`config.mk`:
```
export PLATFORM = sky130hd
export DESIGN_NAME = flash_op_scheduler
export DESIGN_NICKNAME = d
export VERILOG_FILES = /design/src/rtl/flash_op_scheduler.sv
export SDC_FILE = /design/constraint.sdc
export NUM_CORES = 1
export LEC_CHECK = 0
export ABC_AREA = 1
export BUFFER_PORTS_ARGS = -buffer_cell sky130_fd_sc_hd__clkbuf_2
export CAP_MARGIN = 20
export CORE_MARGIN = 5
export CORE_UTILIZATION = 56
export CTS_BUF_LIST = sky130_fd_sc_hd__clkbuf_4
export DETAILED_ROUTE_END_ITERATION = 10
export GPL_ROUTABILITY_DRIVEN = 0
export PLACE_DENSITY = 0.82
export REMOVE_ABC_BUFFERS = 1
export SLEW_MARGIN = 25
export SYNTH_ARGS = -nofsm -noshare
export SYNTH_HDL_FRONTEND = slang
export SYNTH_SLANG_ARGS = --single-unit
```
`constraint.sdc`:
```
create_clock -name p_clk -period 3.05 [get_ports p_clk]
set_input_delay 0.7625 -clock p_clk [delete_from_list [all_inputs] [get_ports p_clk]]
set_output_delay 0.7625 -clock p_clk [all_outputs]
set_load 0.005 [all_outputs]
```
`src/rtl/flash_op_scheduler.sv`:
```
// Two-requester SPI NOR operation sequencer: expands READ / PROGRAM / ERASE into
// byte streams for a shared SPI byte engine, with round-robin grant and WIP polling.
module flash_op_scheduler #(
  parameter int MAX_POLLS = 1024,
  parameter int POLL_GAP  = 16
) (
  input  logic        p_clk,
  input  logic        p_reset_n,
  input  logic        req0,
  input  logic        req1,
  input  logic [1:0]  op0,
  input  logic [1:0]  op1,
  input  logic [23:0] addr0,
  input  logic [23:0] addr1,
  input  logic [31:0] wdata0,
  input  logic [31:0] wdata1,
  output logic        done0,
  output logic        done1,
  output logic [31:0] rdata,
  output logic        err,
  output logic        byte_req,
  output logic [7:0]  byte_tx,
  output logic        byte_last,
  input  logic        byte_ack,
  input  logic [7:0]  byte_rx
);

  localparam int PCW = $clog2(MAX_POLLS + 1);
  localparam int GCW = (POLL_GAP > 1) ? $clog2(POLL_GAP) : 1;

  localparam logic [1:0] OP_READ = 2'b00;
  localparam logic [1:0] OP_PROG = 2'b01;
  localparam logic [1:0] OP_ERAS = 2'b10;
  localparam logic [1:0] OP_RSV  = 2'b11;
  localparam logic [7:0] CMD_RDSR = 8'h05;

  typedef enum logic [2:0] {
    S_IDLE = 3'd0,
    S_SEQ  = 3'd1,
    S_GAP  = 3'd2,
    S_POLL = 3'd3,
    S_DONE = 3'd4
  } state_e;

  state_e           state_q, state_d;
  logic             rr_q, rr_d;
  logic             gnt_q, gnt_d;
  logic [1:0]       op_q, op_d;
  logic [23:0]      addr_q, addr_d;
  logic [31:0]      wdata_q, wdata_d;
  logic [3:0]       idx_q, idx_d;
  logic [PCW-1:0]   poll_cnt_q, poll_cnt_d;
  logic [GCW-1:0]   gap_cnt_q, gap_cnt_d;
  logic [23:0]      rx_sh_q, rx_sh_d;
  logic             byte_req_q, byte_req_d;
  logic [7:0]       byte_tx_q, byte_tx_d;
  logic             byte_last_q, byte_last_d;
  logic             done0_q, done0_d;
  logic             done1_q, done1_d;
  logic [31:0]      rdata_q, rdata_d;
  logic             err_q, err_d;

  logic             win_s;
  logic [1:0]       win_op_s;
  logic [23:0]      win_addr_s;
  logic [31:0]      win_wdata_s;
  logic             ack_s;
  logic             fin_s;
  logic             fin_gnt_s;
  logic [PCW-1:0]   poll_inc_s;

  // Byte idx of an op's main stream as {byte_last, byte}; status polls are handled separately.
  function automatic logic [8:0] seq_byte(input logic [1:0] op, input logic [3:0] idx,
                                          input logic [23:0] a, input logic [31:0] d);
    logic [8:0] r;
    r = 9'h000;
    case (op)
      OP_READ: begin
        case (idx)
          4'd0:    r = {1'b0, 8'h03};
          4'd1:    r = {1'b0, a[23:16]};
          4'd2:    r = {1'b0, a[15:8]};
          4'd3:    r = {1'b0, a[7:0]};
          4'd7:    r = {1'b1, 8'h00};
          default: r = {1'b0, 8'h00};
        endcase
      end
      OP_PROG: begin
        case (idx)
          4'd0:    r = {1'b1, 8'h06};
          4'd1:    r = {1'b0, 8'h02};
          4'd2:    r = {1'b0, a[23:16]};
          4'd3:    r = {1'b0, a[15:8]};
          4'd4:    r = {1'b0, a[7:0]};
          4'd5:    r = {1'b0, d[31:24]};
          4'd6:    r = {1'b0, d[23:16]};
          4'd7:    r = {1'b0, d[15:8]};
          4'd8:    r = {1'b1, d[7:0]};
          default: r = 9'h000;
        endcase
      end
      OP_ERAS: begin
        case (idx)
          4'd0:    r = {1'b1, 8'h06};
          4'd1:    r = {1'b0, 8'h20};
          4'd2:    r = {1'b0, a[23:16]};
          4'd3:    r = {1'b0, a[15:8]};
          4'd4:    r = {1'b1, a[7:0]};
          default: r = 9'h000;
        endcase
      end
      default: r = 9'h000;
    endcase
    return r;
  endfunction

  function automatic logic [3:0] last_idx(input logic [1:0] op);
    logic [3:0] r;
    case (op)
      OP_READ: r = 4'd7;
      OP_PROG: r = 4'd8;
      OP_ERAS: r = 4'd4;
      default: r = 4'd0;
    endcase
    return r;
  endfunction

  // Next-state and registered-output logic.
  always_comb begin
    state_d     = state_q;
    rr_d        = rr_q;
    gnt_d       = gnt_q;
    op_d        = op_q;
    addr_d      = addr_q;
    wdata_d     = wdata_q;
    idx_d       = idx_q;
    poll_cnt_d  = poll_cnt_q;
    gap_cnt_d   = gap_cnt_q;
    rx_sh_d     = rx_sh_q;
    byte_req_d  = byte_req_q;
    byte_tx_d   = byte_tx_q;
    byte_last_d = byte_last_q;
    rdata_d     = rdata_q;
    err_d       = err_q;
    fin_s       = 1'b0;
    fin_gnt_s   = gnt_q;
    ack_s       = byte_req_q & byte_ack;

    // rr_q is the last-granted index, so on contention the other side wins.
    if (req0 && req1) begin
      win_s = ~rr_q;
    end else if (req1) begin
      win_s = 1'b1;
    end else begin
      win_s = 1'b0;
    end
    win_op_s    = win_s ? op1    : op0;
    win_addr_s  = win_s ? addr1  : addr0;
    win_wdata_s = win_s ? wdata1 : wdata0;
    poll_inc_s  = (poll_cnt_q == PCW'(MAX_POLLS)) ? poll_cnt_q : poll_cnt_q + PCW'(1);

    case (state_q)
      S_IDLE: begin
        if (req0 || req1) begin
          gnt_d      = win_s;
          op_d       = win_op_s;
          addr_d     = win_addr_s;
          wdata_d    = win_wdata_s;
          poll_cnt_d = PCW'(0);
          idx_d      = 4'd0;
          if (win_op_s == OP_RSV) begin
            state_d   = S_DONE;
            err_d     = 1'b1;
            fin_s     = 1'b1;
            fin_gnt_s = win_s;
          end else begin
            state_d                  = S_SEQ;
            byte_req_d               = 1'b1;
            {byte_last_d, byte_tx_d} = seq_byte(win_op_s, 4'd0, win_addr_s, win_wdata_s);
          end
        end else begin
          state_d = S_IDLE;
        end
      end
      S_SEQ: begin
        if (ack_s) begin
          rx_sh_d = {rx_sh_q[15:0], byte_rx};
          if (idx_q == last_idx(op_q)) begin
            if (op_q == OP_READ) begin
              state_d     = S_DONE;
              byte_req_d  = 1'b0;
              byte_tx_d   = 8'h00;
              byte_last_d = 1'b0;
              rdata_d     = {rx_sh_q, byte_rx};
              err_d       = 1'b0;
              fin_s       = 1'b1;
            end else begin
              state_d     = S_POLL;
              idx_d       = 4'd0;
              byte_tx_d   = CMD_RDSR;
              byte_last_d = 1'b0;
            end
          end else begin
            idx_d                    = idx_q + 4'd1;
            {byte_last_d, byte_tx_d} = seq_byte(op_q, idx_q + 4'd1, addr_q, wdata_q);
          end
        end else begin
          state_d = S_SEQ;
        end
      end
      S_POLL: begin
        if (ack_s) begin
          if (idx_q == 4'd0) begin
            idx_d       = 4'd1;
            byte_tx_d   = 8'h00;
            byte_last_d = 1'b1;
          end else begin
            poll_cnt_d  = poll_inc_s;
            byte_req_d  = 1'b0;
            byte_tx_d   = 8'h00;
            byte_last_d = 1'b0;
            if (!byte_rx[0]) begin
              state_d = S_DONE;
              err_d   = 1'b0;
              fin_s   = 1'b1;
            end else if (poll_inc_s >= PCW'(MAX_POLLS)) begin
              state_d = S_DONE;
              err_d   = 1'b1;
              fin_s   = 1'b1;
            end else if (POLL_GAP == 0) begin
              state_d    = S_POLL;
              idx_d      = 4'd0;
              byte_req_d = 1'b1;
              byte_tx_d  = CMD_RDSR;
            end else begin
              state_d   = S_GAP;
              gap_cnt_d = GCW'(POLL_GAP - 1);
            end
          end
        end else begin
          state_d = S_POLL;
        end
      end
      S_GAP: begin
        if (gap_cnt_q == GCW'(0)) begin
          state_d     = S_POLL;
          idx_d       = 4'd0;
          byte_req_d  = 1'b1;
          byte_tx_d   = CMD_RDSR;
          byte_last_d = 1'b0;
        end else begin
          gap_cnt_d = gap_cnt_q - GCW'(1);
        end
      end
      S_DONE: begin
        state_d = S_IDLE;
        rr_d    = gnt_q;
      end
      default: begin
        state_d = S_IDLE;
      end
    endcase

    done0_d = fin_s & ~fin_gnt_s;
    done1_d = fin_s & fin_gnt_s;
  end

  // State and output registers; rr pointer resets to 1 so requester 0 wins first.
  always_ff @(posedge p_clk or negedge p_reset_n) begin
    if (!p_reset_n) begin
      state_q     <= S_IDLE;
      rr_q        <= 1'b1;
      gnt_q       <= 1'b0;
      op_q        <= 2'b00;
      addr_q      <= 24'h000000;
      wdata_q     <= 32'h00000000;
      idx_q       <= 4'd0;
      poll_cnt_q  <= PCW'(0);
      gap_cnt_q   <= GCW'(0);
      rx_sh_q     <= 24'h000000;
      byte_req_q  <= 1'b0;
      byte_tx_q   <= 8'h00;
      byte_last_q <= 1'b0;
      done0_q     <= 1'b0;
      done1_q     <= 1'b0;
      rdata_q     <= 32'h00000000;
      err_q       <= 1'b0;
    end else begin
      state_q     <= state_d;
      rr_q        <= rr_d;
      gnt_q       <= gnt_d;
      op_q        <= op_d;
      addr_q      <= addr_d;
      wdata_q     <= wdata_d;
      idx_q       <= idx_d;
      poll_cnt_q  <= poll_cnt_d;
      gap_cnt_q   <= gap_cnt_d;
      rx_sh_q     <= rx_sh_d;
      byte_req_q  <= byte_req_d;
      byte_tx_q   <= byte_tx_d;
      byte_last_q <= byte_last_d;
      done0_q     <= done0_d;
      done1_q     <= done1_d;
      rdata_q     <= rdata_d;
      err_q       <= err_d;
    end
  end

  assign done0     = done0_q;
  assign done1     = done1_q;
  assign rdata     = rdata_q;
  assign err       = err_q;
  assign byte_req  = byte_req_q;
  assign byte_tx   = byte_tx_q;
  assign byte_last = byte_last_q;

endmodule
```
==> results of run 1 <==
==> cell type report <==
| cell class | count | area [um2] |
|---|---|---|
| Fill cell | 1179 | 4620 |
| Sequential cell | 151 | 3780 |
| Multi-Input combinational cell | 690 | 3420 |
| Timing Repair Buffer | 190 | 1010 |
| Inverter | 110 | 415 |
| Tap cell | 180 | 225 |
| Clock inverter | 15 | 168 |
| Clock buffer | 17 | 128 |
==> worst register-to-register path: stages, from the launching register on <==
cell and delay [ns]:
sky130_fd_sc_hd__dfrtp_1 0.54, sky130_fd_sc_hd__ha_1 0.23, sky130_fd_sc_hd__inv_1 0.04, sky130_fd_sc_hd__nand2_1 0.07, sky130_fd_sc_hd__nand2_2 0.18, sky130_fd_sc_hd__inv_2 0.25, sky130_fd_sc_hd__nand2_1 0.11, sky130_fd_sc_hd__nor2_1 0.38
sky130_fd_sc_hd__nand2_1 0.09, sky130_fd_sc_hd__nand2_1 0.10, sky130_fd_sc_hd__nor2_1 0.06, sky130_fd_sc_hd__nand2_1 0.06, sky130_fd_sc_hd__nand2_1 0.05, sky130_fd_sc_hd__nand2_1 0.08, sky130_fd_sc_hd__nand2_1 0.05, sky130_fd_sc_hd__nand2_1 0.06
sky130_fd_sc_hd__nand2_1 0.05, sky130_fd_sc_hd__nand2_1 0.05
==> per-layer routing <==
metal / global-route usage [%] / vias up / share of wire (%)
li1: - / 3608 / -
met1: 33.1 / 3343 / 44
met2: 40.6 / 279 / 47
met3: 5.38 / 51 / 6.4
met4: 10.7 / 0 / 3.3
met5: 0 / - / 0
==> sequential cells by signal (all words and copies together), names as in the netlist <==
name	flops
byte_last	1
rx_sh_q	24
err	1
done0	1
gap_cnt_q	4
byte_tx	8
byte_req	1
state_q	3
rdata	32
wdata_q	32
done1	1
addr_q	24
idx_q	4
poll_cnt_q	11
gnt_q	1
op_q	2
rr_q	1
==> path summary, 6_finish.rpt <==
check	start	end	slack, ns
worst max-delay path	idx_q[1]	byte_tx[1]	0.57
worst min-delay path	p_reset_n	rx_sh_q[20]	0.17
worst max register to register	idx_q[1]	byte_tx[1]	0.57
worst min register to register	rx_sh_q[15]	rx_sh_q[23]	0.50
max in group asynchronous	p_reset_n	rr_q	2.09
min in group p_clk	byte_rx[4]	rx_sh_q[4]	0.42
==> power by group through the flow <==
stage,combinational (uW),sequential (uW),clock [uW]
after floorplan,174,2140,0
after global placement,350,2150,0
after detailed placement,355,2150,0
after CTS,358,2110,1310
after global routing,410,2120,1380
final,354,2110,1280
==> cell families (layout without fill, tap and decap cells) <==
family	Yosys count	after routing	share of synthesized area [%]
AND/OR/NAND/NOR	432	432	23.5
AO/OA/AOI/OAI	237	237	16.7
buffers and inverters	153	332	7.87
flip-flops	151	151	48.4
adder cells (fa/ha/maj)	11	11	1.76
multiplexers	7	7	1.35
XOR/XNOR	3	3	0.337
==> through the flow <==
step	setup slack (ns)	hold slack [ns]	TNS, ns	total power, uW	util [%]
6_report	0.573	0.173	0	3750	66.4
5_1_grt	0.300	0.185	0	3910	66.4
4_1_cts	0.620	0.150	0	3780	66.4
3_5_place_dp	0.360	0.470	0	2510	64.3
3_3_place_gp	0.480	0.459	0	2500	64.3
2_1_floorplan	-1.64	0.453	-102.50	2310	-
==> cells in the final DEF (no fill, tap or decap), types with 2 or more instances in the layout <==
cell type,netlist,final
sky130_fd_sc_hd__or2_2,7,7
sky130_fd_sc_hd__nand2_2,4,5
sky130_fd_sc_hd__inv_1,104,104
sky130_fd_sc_hd__o21ai_0,147,147
sky130_fd_sc_hd__a21oi_1,13,13
sky130_fd_sc_hd__clkbuf_4,0,17
sky130_fd_sc_hd__o211ai_1,5,5
sky130_fd_sc_hd__bufinv_16,0,2
sky130_fd_sc_hd__nand3_1,34,34
sky130_fd_sc_hd__o22ai_1,28,28
sky130_fd_sc_hd__nand4_1,21,21
sky130_fd_sc_hd__inv_6,0,3
sky130_fd_sc_hd__nor2_2,2,3
sky130_fd_sc_hd__buf_4,0,16
sky130_fd_sc_hd__inv_2,5,5
sky130_fd_sc_hd__xor2_1,3,3
sky130_fd_sc_hd__nor2_1,115,113
sky130_fd_sc_hd__nand2_1,228,227
sky130_fd_sc_hd__nor2_4,6,7
sky130_fd_sc_hd__clkinvlp_4,0,3
sky130_fd_sc_hd__nor3_1,8,8
sky130_fd_sc_hd__o21ai_2,2,2
sky130_fd_sc_hd__dfrtp_1,150,150
sky130_fd_sc_hd__o21ai_1,26,26
sky130_fd_sc_hd__mux2_4,7,7
sky130_fd_sc_hd__clkbuf_2,0,172
sky130_fd_sc_hd__ha_1,11,11
sky130_fd_sc_hd__a31oi_1,3,3
sky130_fd_sc_hd__o221ai_1,3,3
sky130_fd_sc_hd__clkinv_2,0,2
sky130_fd_sc_hd__inv_8,0,2
sky130_fd_sc_hd__nor3_2,2,2
sky130_fd_sc_hd__clkinv_4,0,3
==> impl_results.md, run 1 <==
* Status: completed
* Effective utilization at floorplan at 56.7%
* Number of enable flip-flop cells after synthesis at 0
* Post-CTS clock slew at the launch and capture registers of the worst setup and hold paths at 0.14 ns
* Clock network power share at between 30% and 40%
* Die width at 128 um
* Cell total after placement at about 1,300
* Leak Pwr at 0.00481 uW
* Maximum achievable frequency at a little over 0.4 GHz
* Global routing usage summed across all routing layers at 25.2%
* Share of total power consumed by net switching at 27.4%
* Top-level port count at 174
* Die Area at 16,400 um2
* Post-cts resize count at 0
* Final Instance Count excl. Fillers at 1,353
* Yosys Warn Count at 0
* Count of final max-slew check failures at 0
* Critical-path maximum fanout at 16
* Pwr Density at roughly 410 nW/um2
* Most frequently used cell type in the post-synthesis netlist: sky130_fd_sc_hd__nand2_1
* Relative slew slack at 49.9%
* Vias after detailed routing at about 7,300
* Total count of hold-check failures in the final report at 0
* Predominant post-synthesis flop cell: sky130_fd_sc_hd__dfrtp_1
* Buffers & Inverters on Critical Path at 2
* Top cells by area, synth: sky130_fd_sc_hd__dfrtp_1 (48%), sky130_fd_sc_hd__nand2_1 (11%), sky130_fd_sc_hd__o21ai_0 (9.4%), sky130_fd_sc_hd__nor2_1 (5.5%), sky130_fd_sc_hd__inv_1 (5.0%)
* Global route total overflow at 0
* Clock Tree Root: sky130_fd_sc_hd__clkbuf_4
* Die Y-Extent at 128 um
* Cell family with the largest share of critical-path delay: simple AND/OR/NAND/NOR gates
* Clock insertion delay at the later pin of the skew report at 0.56 ns
* Register area share after synthesis at 48.4%
* Pin count of the biggest net entering global routing at 68
* Cts bufs inserted at 17
* Most numerous cell on the critical path: sky130_fd_sc_hd__nand2_1
* P_int at 2720 uW
* Startpoint type of the worst setup path: register
* Per-instance average area after synthesis at between 7 and 8 um2
* Worst hold path type: in -> async
* 1st-iter DRT viols at 606
* Antenna diode count at 0
* Largest area contributor in the synthesized netlist: sky130_fd_sc_hd__dfrtp_1
* Register-to-Register Path Depth at 17
* Number of cells on the critical path at 17
* Number of clock sinks seen by CTS at 151
* Final non-filler cell area at 9150 um2
* Setup-violating endpoint count in the final report at 0
* Nature of the critical path endpoint: register
* Net Sw Power at 1030 uW
* Total of flip-flops plus latches after synthesis at around 150
* Synth Instances at approximately 990
* Detailed-route vias per instance at approximately 5.4
* Count of different cell masters after synthesis at 45
* Count of input and output buffers at 173
* Crit path cell chain: ha_1 > inv_1 > nand2_1 > nand2_2 > inv_2 > nand2_1 > nor2_1 > nand2_1 > nand2_1 > nor2_1 > nand2_1 > nand2_1 > nand2_1 > nand2_1 > nand2_1 > nand2_1 > nand2_1
* Tmin final at 2.48 ns
* Area of the placeable core at 13,800 um2
* Wire length per cell at 14.6 um
* Vias in the first global route at 7,192
* Commonest cells in the synthesized netlist: sky130_fd_sc_hd__nand2_1 (228), sky130_fd_sc_hd__dfrtp_1 (150), sky130_fd_sc_hd__o21ai_0 (147)
* Final cycle utilization of the critical path at roughly four fifths
* Post-synthesis async set-or-reset flop share at 100%
* CTS hold repair buffers at 0
* Clock tree from TritonCTS: yes
* Actual slew at the worst max-slew pin at around 0.75 ns
* Max-cap check violation count at 0
* Slowest library cell on the worst path: sky130_fd_sc_hd__dfrtp_1
* Nets@finish at ~1,300
* VDD IR-drop max at 0.229 mV
* Initial antenna violation count at 0
* Antenna-violating nets left at 0
* Number of iterations in the first detailed-routing pass at 6
* Placed wire-length estimate at 14,600 um
* Number of H-tree levels at 4
* Area share of the largest cell type after synthesis at 48.1%
* Sum of routed wire length over all layers at just under 20,000 um
* Maximum clock path buffer count at 2
* Part of the total power dissipated in combinational logic at 9.4%
* Share of cells above drive strength 1 at 22.8%
* Post-CTS Repair Setup Buffers at 0
* Remaining routing DRC violations at 0
* Unrepaired setup endpoints after global routing: no
* Rows at between 40 and 50
* Sequential Power Share at 56.3%
* Data required time of the worst path at 3.56 ns
* First-pass GRT wire length at 33,300 um
* Synthesized area at 7800 um2
* Post-Route Skew at 0.0222 ns
* Post-synthesis to final-layout area growth at 17.2%
* Arrival @ worst endpoint at a little under 3 ns
* Max stage delay on crit path at 0.54 ns
* Standard cell area after detailed placement at 8860 um2
* Critical path type: reg -> reg
No activity file was read; power rests on OpenSTA's default activity.
==> inputs of run 2 (changes only) <==
==> constraint.sdc (replaced) <==
create_clock -name p_clk -period 2.6 [get_ports p_clk]
set_input_delay 0.65 -clock p_clk [delete_from_list [all_inputs] [get_ports p_clk]]
set_output_delay 0.65 -clock p_clk [all_outputs]
set_load 0.005 [all_outputs]
==> run 2 against run 1 <==
Clock skew decreased by 0.0042 ns; non-clock buffer count increased by 3; count of clock-buffer cells in the layout increased by 1; design area increased by 0.70%; worst hold slack improved by 0.14 ns; sequential power increased by 18%; die area unchanged; combinational power increased by 19%; worst setup slack got worse by 0.31 ns; first-iteration DRC count decreased by 11%; fmax increased by 6.0%; critical path type unchanged.
==> impl_results.md, run 2 (synthesis results as in run 1) <==
* Status: completed
* Tmin final at 2.34 ns (-0.140 ns)
* Number of H-tree levels at 4 (unchanged)
* Filler cell count in the final layout at 1,170 (-0.76%)
* Die width at 128 um (unchanged)
* Reg2reg end: byte_last
* Rows at 43 (unchanged)
* Die Area at 16,400 um2 (unchanged)
* Worst setup slack after placement at 0.106 ns (-0.254 ns)
* CTS hold repair buffers at 1 (+1)
* Maximum achievable frequency at 0.428 GHz (+6.0%)
* Data required time of the worst path at 3.05 ns (-0.51 ns)
* Die Y-Extent at 128 um (unchanged)
* Number of iterations in the first detailed-routing pass at 5 (-1)
* Area of all sequential standard cells at 3780 um2 (unchanged)
* Unrepaired setup endpoints after global routing: no
* Vias in the first global route at 7,089 (-1.4%)
* Register-to-Register Setup Slack at 0.26 ns (-0.31 ns)
* Setup-violating endpoint count in the final report at 0 (unchanged)
* Combined area of the multi-input logic cells at 3420 um2 (unchanged)
* Critical path type: reg -> reg
* Wire length per cell at 14.1 um (-3.1%)
* Number of clock sinks seen by CTS at 151 (unchanged)
* Top-level port count at 174 (unchanged)
* Detailed-route vias per instance at 5.33 (-1.0%)
* Slowest library cell on the worst path: sky130_fd_sc_hd__dfstp_2
* Maximum clock path buffer count at 2 (unchanged)
* Area of the placeable core at 13,800 um2 (unchanged)
* Power, Total at 4470 uW (+19%)
* First-pass GRT wire length at 32,500 um (-2.4%)
* Total count of hold-check failures in the final report at 0 (unchanged)
* Clock tree from TritonCTS: yes
* Clock insertion delay at the later pin of the skew report at 0.55 ns (about the same)
* Worst hold path type: in -> reg
* Actual slew at the worst max-slew pin at 0.490 ns (-0.258 ns)
* Max stage delay on crit path at 0.56 ns (+0.02 ns)
* Global route total overflow at 0 (unchanged)
* Pwr Density at 486 nW/um2 (+19%)
* Startpoint type of the worst setup path: register
* Count of final max-slew check failures at 0 (unchanged)
* Max-cap check violation count at 0 (unchanged)
* Placed wire-length estimate at 14,400 um (-1.5%)
* Most numerous cell on the critical path: sky130_fd_sc_hd__inv_1
* Post-cts resize count at 0 (unchanged)
* RR Startpoint: rr_q
* Most common library cell in the layout ignoring fill and taps: sky130_fd_sc_hd__nand2_1
* Vias after detailed routing at 7,221 (-0.82%)
* Effective utilization at floorplan at 56.7% (unchanged)
* Pin count of the biggest net entering global routing at 64 (-5.9%)
* Leak Pwr at 0.00484 uW (+0.61%)
* Cts bufs inserted at 17 (unchanged)
* Post-Route Skew at 0.0180 ns (-0.00425 ns)
* Post-CTS Repair Setup Buffers at 0 (unchanged)
* Arrival @ worst endpoint at 2.78 ns (-0.20 ns)
* Clock Tree Root: sky130_fd_sc_hd__clkbuf_4
* Endpoint of the worst setup timing path: byte_last
* Setup crit start: rr_q
* Critical-path maximum fanout at 5 (-11)
* Share of cells above drive strength 1 at 22.9% (+0.046 points)
* Global routing usage summed across all routing layers at 24.4% (-0.74 points)
* Cell total after placement at 1,323 (+0.15%)
* Antenna-violating nets left at 0 (unchanged)
* Register-to-Register Path Depth at 15 (-2)
* Final cycle utilization of the critical path at 89.9% (+8.7 points)
* Post-synthesis to final-layout area growth at 18.1%
* Final Instance Count excl. Fillers at 1,356 (+0.22%)
* 1st-iter DRT viols at 540 (-11%)
* Nets@finish at 1,303 (+0.23%)
* Post-CTS clock slew at the launch and capture registers of the worst setup and hold paths at 0.13 ns (about the same)
* Highest-count cells in the layout ignoring fill and taps: sky130_fd_sc_hd__nand2_1 (227), sky130_fd_sc_hd__clkbuf_2 (172), sky130_fd_sc_hd__dfrtp_1 (150)
* Initial antenna violation count at 1 (+1)
* VDD IR-drop max at 0.383 mV (+67%)
* Nature of the critical path endpoint: register
* Fin worst setup slack at 0.262 ns (-0.310 ns)
* Relative slew slack at 67.3% (+17 points)
* Count of input and output buffers at 173 (unchanged)
* Sum of routed wire length over all layers at 19,200 um (-2.9%)
* Crit path cell chain: nand2_1 > nand2_2 > inv_1 > or2_2 > o21ai_0 > inv_1 > ha_1 > inv_1 > nor2_1 > inv_1 > nand2_1 > a21oi_1 > nand3_1 > o21ai_0 > inv_1
* Remaining routing DRC violations at 0 (unchanged)
==> run 2: cell type report <==
class	instances	area share [%]
Antenna cell	1	0.0272
Timing Repair Buffer	193	11.5
Multi-Input combinational cell	690	37.1
Tap cell	180	2.44
Inverter	110	4.51
Clock buffer	18	1.47
Clock inverter	13	1.86
Sequential cell	151	41.0
==> run 2: worst min-delay path by stage <==
stage	start	endpoint	slack, ns	cells past startpoint
3_3_place_gp	rx_sh_q[8]	rx_sh_q[16]	0.46	2
4_1_cts	byte_rx[4]	rx_sh_q[4]	0.28	3
2_1_floorplan	p_reset_n	addr_q[0]	0.35	0
6_report	byte_rx[4]	rx_sh_q[4]	0.31	3
5_1_grt	byte_rx[7]	rdata[7]	0.28	2
3_5_place_dp	rx_sh_q[6]	rx_sh_q[14]	0.47	2
==> run 2: report_power, final <==
part	internal [uW]	switching, uW
registers	2430	49.5
logic	178	242
clock network	688	887
==> run 2: metal layers <==
metal / wire length, um / global-route usage, % / up-vias / share of wire, %
li1: - / - / 3609 / -
met1: 8620 / 33.0 / 3316 / 45
met2: 8720 / 37.8 / 246 / 45
met3: 1160 / 5.50 / 50 / 6.1
met4: 685 / 10.9 / 0 / 3.6
met5: 0 / 0 / - / 0
==> run 2: stage by stage <==
stage | setup TNS, ns | utilization (%) | area (um2) | hold WS [ns]
3_5_place_dp | 0 | 64.6 | 8900 | 0.474
6_report | 0 | 66.9 | 9220 | 0.314
2_1_floorplan | -140.64 | - | 7610 | 0.354
3_3_place_gp | 0 | 64.6 | 8900 | 0.459
5_1_grt | 0 | 66.9 | 9220 | 0.284
4_1_cts | 0 | 66.9 | 9210 | 0.277
==> run 2: critical path: cells and delay by family, from the launching register on <==
kind,cells,cell delay (ns)
buf+inv,5,0.39
fa+ha+maj,1,0.20
compound gates,3,0.39
simple gates,6,0.69
flops,1,0.56
==> inputs of run 3 (changes only) <==
--- a/config.mk
+++ b/config.mk
@@ -7,12 +7,12 @@
 export LEC_CHECK = 0
 export ABC_AREA = 1
 export BUFFER_PORTS_ARGS = -buffer_cell sky130_fd_sc_hd__clkbuf_2
-export CAP_MARGIN = 20
 export CORE_MARGIN = 5
 export CORE_UTILIZATION = 56
 export CTS_BUF_LIST = sky130_fd_sc_hd__clkbuf_4
 export DETAILED_ROUTE_END_ITERATION = 10
 export GPL_ROUTABILITY_DRIVEN = 0
+export MAX_ROUTING_LAYER = met4
 export PLACE_DENSITY = 0.82
 export REMOVE_ABC_BUFFERS = 1
 export SLEW_MARGIN = 25
==> run 3 against run 2 <==
First-iteration DRC count increased by 4.8%; critical path depth is the same; largest cell class unchanged; wire length shrank 0.31%; critical path type unchanged; clock skew rose by 0.0060 ns; die area stayed put.
==> impl_results.md, run 3 (synthesis results as in run 1) <==
* Status: completed
* P_int at 3300 uW (about the same)
* Max stage delay on crit path at 0.56 ns (about the same)
* Post-cts resize count at 0 (unchanged)
* Die Y-Extent at 128 um (unchanged)
* Number of iterations in the first detailed-routing pass at 5 (unchanged)
* Worst hold path type: in -> reg
* Standard cell area after detailed placement at 8900 um2 (unchanged)
* Maximum clock path buffer count at 2 (unchanged)
* Register-to-Register Setup Slack at 0.27 ns (about the same)
* Global routing usage summed across all routing layers at 25.2% (+0.75 points)
* Die width at 128 um (unchanged)
* Vias after detailed routing at 7,205 (-0.22%)
* Part of the total power dissipated in combinational logic at 9.4% (about the same)
* Final cycle utilization of the critical path at 89.7% (-0.20 points)
* Post-CTS Repair Setup Buffers at 0 (unchanged)
* Relative slew slack at 67.5% (+0.18 points)
* Clock insertion delay at the later pin of the skew report at 0.56 ns (about the same)
* Rows at 43 (unchanged)
* CTS hold repair buffers at 1 (unchanged)
* Highest-count cells in the layout ignoring fill and taps: sky130_fd_sc_hd__nand2_1 (227), sky130_fd_sc_hd__clkbuf_2 (172), sky130_fd_sc_hd__dfrtp_1 (150)
* VDD IR-drop max at 0.382 mV (-0.38%)
* Global route total overflow at 0 (unchanged)
* Combined area of the multi-input logic cells at 3420 um2 (unchanged)
* First-pass GRT wire length at 32,600 um (about the same)
* Clock Tree Root: sky130_fd_sc_hd__clkbuf_4
* Crit path cell chain: nand2_1 > nand2_2 > inv_1 > or2_2 > o21ai_0 > inv_1 > ha_1 > inv_1 > nor2_1 > inv_1 > nand2_1 > a21oi_1 > nand3_1 > o21ai_0 > inv_1
* Most numerous cell on the critical path: sky130_fd_sc_hd__inv_1
* Pwr Density at 486 nW/um2 (about the same)
* Arrival @ worst endpoint at 2.78 ns (about the same)
* Data required time of the worst path at 3.05 ns (about the same)
* Post-CTS clock slew at the launch and capture registers of the worst setup and hold paths at 0.13 ns (about the same)
* Critical-path maximum fanout at 5 (unchanged)
* Cell total after placement at 1,323 (unchanged)
* Cts bufs inserted at 17 (unchanged)
* Setup-violating endpoint count in the final report at 0 (unchanged)
* Leak Pwr at 0.00484 uW (unchanged)
* Share of total power consumed by net switching at 26.4% (about the same)
* Remaining routing DRC violations at 0 (unchanged)
* Vias in the first global route at 7,094 (+0.071%)
* Final Instance Count excl. Fillers at 1,356 (unchanged)
* Die Area at 16,400 um2 (unchanged)
* Unrepaired setup endpoints after global routing: no
* Count of final max-slew check failures at 0 (unchanged)
* Count of input and output buffers at 173 (unchanged)
* Total count of hold-check failures in the final report at 0 (unchanged)
* Net Sw Power at 1180 uW (+0.12%)
* Share of cells above drive strength 1 at 22.9% (unchanged)
* Effective utilization at floorplan at 56.7% (unchanged)
* Met2 usage in global routing at 37.7% (-0.092 points)
* Post-synthesis to final-layout area growth at 18.1% (unchanged)
* Clock network power share at 35.2% (about the same)
* Area of the placeable core at 13,800 um2 (unchanged)
* 1st-iter DRT viols at 566 (+4.8%)
* Startpoint type of the worst setup path: register
* Top-level port count at 174 (unchanged)
* Nets@finish at 1,303 (unchanged)
* Most common library cell in the layout ignoring fill and taps: sky130_fd_sc_hd__nand2_1
* Maximum achievable frequency at 0.429 GHz (+0.23%)
* Antenna-violating nets left at 0 (unchanged)
* Filler cell count in the final layout at 1,170 (unchanged)
* Actual slew at the worst max-slew pin at 0.488 ns (-0.00268 ns)
* Final non-filler cell area at 9220 um2 (unchanged)
* Most heavily used metal layer in global routing: met2
* Initial antenna violation count at 1 (unchanged)
* Number of H-tree levels at 4 (unchanged)
* Power, Total at 4480 uW (about the same)
* Buffers & Inverters on Critical Path at 5 (unchanged)
* Area of all sequential standard cells at 3780 um2 (unchanged)
* Sequential Power Share at 55.4% (about the same)
* Cell family with the largest share of critical-path delay: simple AND/OR/NAND/NOR gates
* Slowest library cell on the worst path: sky130_fd_sc_hd__dfstp_2
* Critical path type: reg -> reg
* Wire length per cell at 14.1 um (-0.31%)
* Number of clock sinks seen by CTS at 151 (unchanged)
* Pin count of the biggest net entering global routing at 64 (unchanged)
* Clock tree from TritonCTS: yes
* Sum of routed wire length over all layers at 19,100 um (-0.31%)
* Tmin final at 2.33 ns (-0.00525 ns)
* Detailed-route vias per instance at 5.31 (-0.22%)
* Placed wire-length estimate at 14,400 um (unchanged)
* Core Util, Final at 66.9% (unchanged)
* Post-Route Skew at 0.0239 ns (+0.00596 ns)
* Nature of the critical path endpoint: register
* Max-cap check violation count at 0 (unchanged)
* Met3 capacity usage during global routing at 5.00% (-0.50 points)
* Fraction of met1 tracks used by global routing at 33.5% (+0.49 points)
* Min Hold Slack at 0.314 ns (+0.0000580 ns)
-- run 3: power by group through the flow --
stage | Clock [uW] | Combinational, uW | Sequential [uW]
floorplan | 0 | 204 | 2510
detailed placement | 0 | 420 | 2520
finish | 1580 | 420 | 2480
global placement | 0 | 413 | 2520
CTS | 1610 | 425 | 2480
global route | 1710 | 486 | 2490
-- run 3: worst reg2reg max path: stages, from the launching register on --
cell and delay (ns):
sky130_fd_sc_hd__dfstp_2 0.56, sky130_fd_sc_hd__nand2_1 0.06, sky130_fd_sc_hd__nand2_2 0.09, sky130_fd_sc_hd__inv_1 0.08
sky130_fd_sc_hd__or2_2 0.27, sky130_fd_sc_hd__o21ai_0 0.11, sky130_fd_sc_hd__inv_1 0.10, sky130_fd_sc_hd__ha_1 0.21
sky130_fd_sc_hd__inv_1 0.10, sky130_fd_sc_hd__nor2_1 0.07, sky130_fd_sc_hd__inv_1 0.06, sky130_fd_sc_hd__nand2_1 0.09
sky130_fd_sc_hd__a21oi_1 0.20, sky130_fd_sc_hd__nand3_1 0.11, sky130_fd_sc_hd__o21ai_0 0.08, sky130_fd_sc_hd__inv_1 0.05
-- run 3: path summary, 6_finish.rpt --
check | start | end | cells past startpoint
max | rr_q | byte_last | 15
min | byte_rx[4] | rx_sh_q[4] | 3
max reg2reg | rr_q | byte_last | 15
min reg2reg | rx_sh_q[0] | rx_sh_q[8] | 2
max in group asynchronous | p_reset_n | byte_tx[6] | 3
min in group asynchronous | p_reset_n | rdata[28] | 2
-- run 3: metal layers --
metal  wire (um)  share of wire (%)
met4         595                3.1
met5           0                  0
met1        8740                 46
met3        1050                5.5
met2        8740                 46
-- run 3: area by class of cell --
| cell class | instances | area share, % |
|---|---|---|
| sequential | 151 | 41.0 |
| multi-input combinational | 690 | 37.1 |
| timing repair buffer | 193 | 11.5 |
| inverter | 110 | 4.51 |
| tap | 180 | 2.44 |
| clock inverter | 13 | 1.86 |
| clock buffer | 18 | 1.47 |
| antenna | 1 | 0.0272 |
-- run 3: stage by stage --
| stage | setup WS [ns] | TNS (ns) |
|---|---|---|
| 6_report | 0.268 | 0 |
| 5_1_grt | 0.00198 | 0 |
| 4_1_cts | 0.281 | 0 |
| 3_5_place_dp | 0.106 | 0 |
| 3_3_place_gp | 0.198 | 0 |
| 2_1_floorplan | -1.98 | -140.64 |
